File: src/rtl/raster_frame_streamer_if.sv
// Block-RAM read port plus outgoing raster-pixel stream, grouped for the frame streamer.
// The streamer takes the master modport; the RAM and the pixel consumer sit on the slave side.
interface raster_frame_streamer_if #(
  parameter int pixel_depth = 8,
  parameter int addr_width  = 21
);
  logic                   mem_en;
  logic [addr_width-1:0]  mem_addr;
  logic [pixel_depth-1:0] mem_dout;
  logic                   out_valid;
  logic                   out_ready;
  logic [pixel_depth-1:0] out_data;
  logic                   out_sof;
  logic                   out_eol;
  logic                   out_eof;

  modport master (
    output mem_en, mem_addr,
    input  mem_dout,
    output out_valid, out_data, out_sof, out_eol, out_eof,
    input  out_ready
  );

  modport slave (
    input  mem_en, mem_addr,
    output mem_dout,
    input  out_valid, out_data, out_sof, out_eol, out_eof,
    output out_ready
  );
endinterface

File: src/rtl/raster_frame_streamer.sv
// Streams one stored frame out of a single-port block RAM as row-major raster beats.
// Reads run ahead of the consumer by at most two beats, held in a 2-entry tagged FIFO.
module raster_frame_streamer #(
  parameter int frame_width  = 640,
  parameter int frame_height = 480,
  parameter int pixel_depth  = 8,
  parameter int addr_width   = 21
) (
  input  logic                  clk,
  input  logic                  clr,
  input  logic                  start,
  input  logic [addr_width-1:0] base_addr,
  output logic                  busy,
  output logic                  done,
  raster_frame_streamer_if.master bus
);
  localparam int total = frame_width * frame_height;
  localparam int cnt_w = $clog2(total + 1);
  localparam int x_w   = $clog2(frame_width);
  localparam logic [cnt_w-1:0] total_cnt = cnt_w'(total);
  localparam logic [cnt_w-1:0] last_idx  = cnt_w'(total - 1);
  localparam logic [x_w-1:0]   last_x    = x_w'(frame_width - 1);

  typedef enum logic [1:0] {IDLE, STREAM, DRAIN} state_t;

  state_t state, state_nxt;

  logic [addr_width-1:0]  base_q;
  logic [cnt_w-1:0]       rd_idx;
  logic [cnt_w-1:0]       emit_idx;
  logic [x_w-1:0]         rd_x;
  logic                   vld_p1;
  logic [x_w-1:0]         x_p1;
  logic [pixel_depth-1:0] fifo_data [2];
  logic [x_w-1:0]         fifo_x    [2];
  logic                   wr_ptr;
  logic                   rd_ptr;
  logic [1:0]             fifo_cnt;
  logic [2:0]             occupancy;
  logic                   issue;
  logic                   pop;
  logic                   last_pop;
  logic                   accept_start;

  function automatic logic [x_w-1:0] next_x(input logic [x_w-1:0] x);
    return (x == last_x) ? '0 : x + x_w'(1);
  endfunction

  assign accept_start = (state == IDLE) && start;
  assign pop          = (fifo_cnt != 2'd0) && bus.out_ready;
  assign last_pop     = pop && (emit_idx == last_idx);
  // Beats held or about to land once this cycle's pop leaves; issue only while below two.
  assign occupancy    = {1'b0, fifo_cnt} + {2'b00, vld_p1} - {2'b00, pop};

  always_ff @(posedge clk) begin
    if (clr) state <= IDLE;
    else     state <= state_nxt;
  end

  always_comb begin
    state_nxt = state;
    issue     = 1'b0;
    case (state)
      IDLE: begin
        if (start) state_nxt = STREAM;
      end
      STREAM: begin
        issue = (rd_idx < total_cnt) && (occupancy < 3'd2);
        if (issue && (rd_idx == last_idx)) state_nxt = DRAIN;
      end
      DRAIN: begin
        if (last_pop) state_nxt = IDLE;
      end
      default: state_nxt = IDLE;
    endcase
  end

  assign busy         = (state != IDLE);
  assign bus.mem_en   = issue;
  assign bus.mem_addr = base_q + addr_width'(rd_idx);

  always_ff @(posedge clk) begin
    if (clr) begin
      rd_idx   <= '0;
      emit_idx <= '0;
      rd_x     <= '0;
      vld_p1   <= 1'b0;
      wr_ptr   <= 1'b0;
      rd_ptr   <= 1'b0;
      fifo_cnt <= 2'd0;
      done     <= 1'b0;
    end else begin
      done     <= (state == DRAIN) && last_pop;
      vld_p1   <= issue;
      fifo_cnt <= fifo_cnt + {1'b0, vld_p1} - {1'b0, pop};
      if (vld_p1) wr_ptr <= ~wr_ptr;
      if (pop)    rd_ptr <= ~rd_ptr;
      if (accept_start) begin
        rd_idx   <= '0;
        emit_idx <= '0;
        rd_x     <= '0;
      end else begin
        if (issue) begin
          rd_idx <= rd_idx + cnt_w'(1);
          rd_x   <= next_x(rd_x);
        end
        if (pop) emit_idx <= emit_idx + cnt_w'(1);
      end
    end
  end

  // Read stage p1: RAM data and its column tag land in the FIFO one edge after the request.
  always_ff @(posedge clk) begin
    if (accept_start) base_q <= base_addr;
    x_p1 <= rd_x;
    if (vld_p1) begin
      fifo_data[wr_ptr] <= bus.mem_dout;
      fifo_x[wr_ptr]    <= x_p1;
    end
  end

  // Output stage: head of FIFO, forced to zero whenever nothing is held.
  assign bus.out_valid = (fifo_cnt != 2'd0);
  assign bus.out_data  = bus.out_valid ? fifo_data[rd_ptr] : '0;
  assign bus.out_sof   = bus.out_valid && (emit_idx == '0);
  assign bus.out_eol   = bus.out_valid && (fifo_x[rd_ptr] == last_x);
  assign bus.out_eof   = bus.out_valid && (emit_idx == last_idx);
endmodule

File: src/flat_wrapper.sv
// flat-port wrapper written by rule: the top's interface ports become plain ports
module raster_frame_streamer_flat 
#(
  parameter int frame_width  = 640,
  parameter int frame_height = 480,
  parameter int pixel_depth  = 8,
  parameter int addr_width   = 21
)
  (clk, clr, start, base_addr, busy, done, bus_mem_en, bus_mem_addr, bus_mem_dout, bus_out_valid, bus_out_data, bus_out_sof, bus_out_eol, bus_out_eof, bus_out_ready);
  raster_frame_streamer_if #(.pixel_depth(pixel_depth), .addr_width(addr_width)) bus_i ();
  input  logic clk;
  input  logic clr;
  input  logic start;
  input  logic [addr_width-1:0] base_addr;
  output logic busy;
  output logic done;
  output wire logic [$bits(bus_i.mem_en)-1:0] bus_mem_en;
  output wire logic [$bits(bus_i.mem_addr)-1:0] bus_mem_addr;
  input wire logic [$bits(bus_i.mem_dout)-1:0] bus_mem_dout;
  output wire logic [$bits(bus_i.out_valid)-1:0] bus_out_valid;
  output wire logic [$bits(bus_i.out_data)-1:0] bus_out_data;
  output wire logic [$bits(bus_i.out_sof)-1:0] bus_out_sof;
  output wire logic [$bits(bus_i.out_eol)-1:0] bus_out_eol;
  output wire logic [$bits(bus_i.out_eof)-1:0] bus_out_eof;
  input wire logic [$bits(bus_i.out_ready)-1:0] bus_out_ready;
  assign bus_mem_en = bus_i.mem_en;
  assign bus_mem_addr = bus_i.mem_addr;
  assign bus_i.mem_dout = bus_mem_dout;
  assign bus_out_valid = bus_i.out_valid;
  assign bus_out_data = bus_i.out_data;
  assign bus_out_sof = bus_i.out_sof;
  assign bus_out_eol = bus_i.out_eol;
  assign bus_out_eof = bus_i.out_eof;
  assign bus_i.out_ready = bus_out_ready;
  raster_frame_streamer #(.frame_width(frame_width), .frame_height(frame_height), .pixel_depth(pixel_depth), .addr_width(addr_width)) u_core (.clk(clk), .clr(clr), .start(start), .base_addr(base_addr), .busy(busy), .done(done), .bus(bus_i));
endmodule
File: config.mk
export PLATFORM = sky130hd
export DESIGN_NAME = raster_frame_streamer_flat
export DESIGN_NICKNAME = d
export VERILOG_FILES = /design/src/rtl/raster_frame_streamer_if.sv /design/src/rtl/raster_frame_streamer.sv /design/src/flat_wrapper.sv
export SDC_FILE = /design/constraint.sdc
export NUM_CORES = 1
export LEC_CHECK = 0
export BUFFER_PORTS_ARGS = -buffer_cell sky130_fd_sc_hd__buf_2
export CORE_MARGIN = 2
export CORE_UTILIZATION = 30
export DETAILED_ROUTE_END_ITERATION = 8
export GPL_TIMING_DRIVEN = 0
export SETUP_SLACK_MARGIN = 0.2
export SYNTH_ARGS = -nofsm -noshare
export SYNTH_HDL_FRONTEND = slang
export SYNTH_SLANG_ARGS = --single-unit
File: constraint.sdc
create_clock -name clk -period 6.1 [get_ports clk]
set_clock_uncertainty 0.05 [all_clocks]
set_input_delay 0.305 -clock clk [delete_from_list [all_inputs] [get_ports clk]]
set_output_delay 0.305 -clock clk [all_outputs]
set_load 0.01 [all_outputs]
==> impl_metrics.json <==
{
  "synth_top_flop_cell": "dfxtp_1",
  "outcome": "finished clean",
  "grtUsageTotal": 0.124,
  "dp_hpwl_mm": 8.31,
  "cts.path.max_buffers": 2,
  "avgSynthCellArea_um2": 10.5,
  "ys_seq_area_frac": 0.541,
  "synth_fp_nets": 598,
  "diodes": 0,
  "clock_sinks": 124,
  "cts_setup_buffers": 0,
  "synth_enable_flop_cells": 57,
  "die_x_um": 141,
  "setup_viol": 0,
  "routed_wl_mm": 11.8,
  "slew_headroom": 0.290,
  "ir_drop_v": 0.000234,
  "slowest_stage": "a211o_1",
  "first_pass_iters": 4,
  "htreeDepth": 4,
  "clock_latency_ns": 0.41,
  "drc": 0,
  "finalCriticalPeriod_ns": 3.72,
  "synth_seq_cells": 124,
  "async_flop_share": 0,
  "grt_overflow": 0,
  "rrSetupSlack_ns": 2.79,
  "drive_gt1_frac": 0.177,
  "ant_nets": 0,
  "critical_path_class": "flop to output port",
  "hold_violations": 0,
  "start_util": 0.304,
  "ctsResizeCount": 0,
  "cts_tree": "yes",
  "root_buffer": "clkbuf_16",
  "antenna_found_initial": 0,
  "power.density_mw_per_mm2": 333,
  "synth_area_leaders": "edfxtp_1 30%, dfxtp_1 24%, ha_1 5.5%, nor2_1 5.4%, xor2_1 5.0%",
  "yosys.area.top_type": "edfxtp_1",
  "yosysTopAreaCellShare": 0.304,
  "die_area_mm2": 0.0199,
  "gp_congestion": 0.811,
  "syn_inst": 538,
  "cpPeakStageDelay_ns": 0.42,
  "max_freq_ghz": 0.269,
  "clkSlewWorstSetupHoldPaths_ns": 0.06,
  "p_leak_nw": 2.67,
  "cts-hold-fix-buffers": 10,
  "cp.required_ns": 5.74,
  "cts_inserted_buffers": 17,
  "drt_iter0_drc": 193,
  "post-route-period-util": 0.609,
  "grt_start_max_net_pins": 23,
  "io_buffers": 67,
  "maxCapViolCount": 0,
  "routed_via_density": 4.71,
  "fill_cells": 1864,
  "worst-path-max-fanout": 10,
  "yosys_warnings": 0,
  "dp_slack_ns": 2.80,
  "io_pins": 69,
  "grt_pass1_vias": 3998,
  "setup-tns-final_ns": 0,
  "tightest_slew_ns": 1.07,
  "fp.dieH_um": 141,
  "crit_chain": "o21ai_1 > inv_2 > ha_1 > inv_1 > ha_1 > fa_1 > xor2_1 > nand3b_1 > a211o_1 > inv_2 > buf_2 > buf_2",
  "vias": 4163,
  "hold_path.class": "input pin to flop",
  "endpoint_kind": "output port",
  "slew_viol_final": 0,
  "rows": 50,
  "start_kind": "flop",
  "grt_pass1_wl_mm": 19.6,
  "critPathArrivalTime_ns": 3.36,
  "core_mm2": 0.0186,
  "wl_per_cell_um": 13.3,
  "finalNetCount": 696,
  "crit_family": "adder cells",
  "synth_cell_type_count": 56,
  "syn_area_mm2": 0.00564,
  "area_growth_pct": 23.3,
  "setup_slack_ns": 2.38,
  "rsz0062_at_grt": "false",
  "worst-path-buf-inv": 5
}
[cell usage after synthesis, types with 16 or more instances]
cell	n
xor2_1	32
a21oi_1	31
nor2_1	81
nand3_1	18
ha_1	25
inv_1	16
nand2_1	43
dfxtp_1	67
nor3_1	18
edfxtp_1	57
xnor2_1	22
nand4_1	18
[through the flow]
stage               hold slack (ns)  area (um2)  std cells  total power (W)   util
floorplan                     0.313        5640        538          0.00124      -
global placement              0.323        6270        839          0.00138  0.337
detailed placement            0.332        6270        839          0.00138  0.337
CTS                        0.000220        6940        881          0.00235  0.373
global route                0.00207        6960        883          0.00242  0.374
finish                       0.0171        6960        883          0.00231  0.374
[power by group]
part / total [W] / switching [W] / internal [W] / leakage [nW]
combinational: 0.000397 / 0.000249 / 0.000148 / 1.33
sequential: 0.000963 / 0.0000279 / 0.000935 / 1.06
clock: 0.000954 / 0.000386 / 0.000568 / 0.274
total: 0.00231 / 0.000663 / 0.00165 / 2.67
[flip-flops by register name, summed over array words and instances, names as in the netlist, 10 cells and up, named ones only]
name / flops
u_core.fifo_data: 16
u_core.rd_idx: 19
u_core.x_p1: 10
u_core.base_q: 21
u_core.rd_x: 10
u_core.emit_idx: 19
u_core.fifo_x: 20
[area by class of cell]
class / count / area (um2) / area share
flip-flops and latches: 124 / 3050 / 0.439
multi-input cells: 385 / 2470 / 0.356
repair buffers: 79 / 455 / 0.0655
clock buffers: 18 / 429 / 0.0617
well taps: 234 / 293 / 0.0421
clock inverters: 14 / 136 / 0.0196
inverters: 18 / 67.6 / 0.00971
plain buffers: 11 / 47.5 / 0.00684
[worst register-to-register path, delay by kind of cell (launching register included)]
kind	cells	cell delay, ns
AO/OA/AOI/OAI	2	0.70
XOR/XNOR	2	0.35
buffers and inverters	4	0.54
AND/OR/NAND/NOR	3	0.35
adder cells (fa/ha/maj)	3	0.85
flip-flops	1	0.34
[layout by cell type (no fill, tap or decap), types with 5 or more instances in the layout]
cell type      instances
clkbuf_1               7
dfxtp_1               67
xor2_1                32
nand3_1               18
nor2_1                80
buf_2                 69
and3_1                 8
nand2_1               43
mux2i_1                8
edfxtp_1              57
inv_1                 16
clkbuf_16             17
ha_1                  25
o21ai_0               13
dlygate4sd3_1         12
a21oi_1               31
nand4_1               18
xnor2_1               22
or3_1                  5
nor3_1                18
a21o_1                 9
[metal layers]
| metal | up-vias | share of wire | GRT usage | wire length, um |
|---|---|---|---|---|
| met5 | - | 0 | 0 | 0 |
| met4 | 0 | 0.013 | 0.0374 | 152 |
| met3 | 11 | 0.039 | 0.0391 | 453 |
| met2 | 78 | 0.46 | 0.203 | 5410 |
| met1 | 1938 | 0.49 | 0.157 | 5740 |
| li1 | 2136 | - | - | - |
[worst paths after layout]
check,from,to,cells after the start
worst min register to register,u_core.rd_x[6]$_SDFFE_PP0P_,u_core.x_p1[6]$_DFF_P_,0
worst min-delay path,base_addr[12],u_core.base_q[12]$_DFFE_PP_,1
worst max register to register,u_core.fifo_cnt[1]$_SDFF_PP0_,u_core.rd_idx[14]$_SDFFE_PP0P_,14
worst max-delay path,u_core.fifo_cnt[1]$_SDFF_PP0_,bus_mem_en,12
[cell families (layout without fill, tap and decap cells)]
kind of cell	after synthesis	after routing	share of synthesized area
XOR/XNOR	54	54	0.0839
buffers and inverters	29	140	0.0204
AND/OR/NAND/NOR	212	212	0.176
multiplexers	9	9	0.0162
flip-flops	124	124	0.541
adder cells (fa/ha/maj)	27	27	0.0626
AO/OA/AOI/OAI	83	83	0.0994
(Power assumes the default switching activity.)
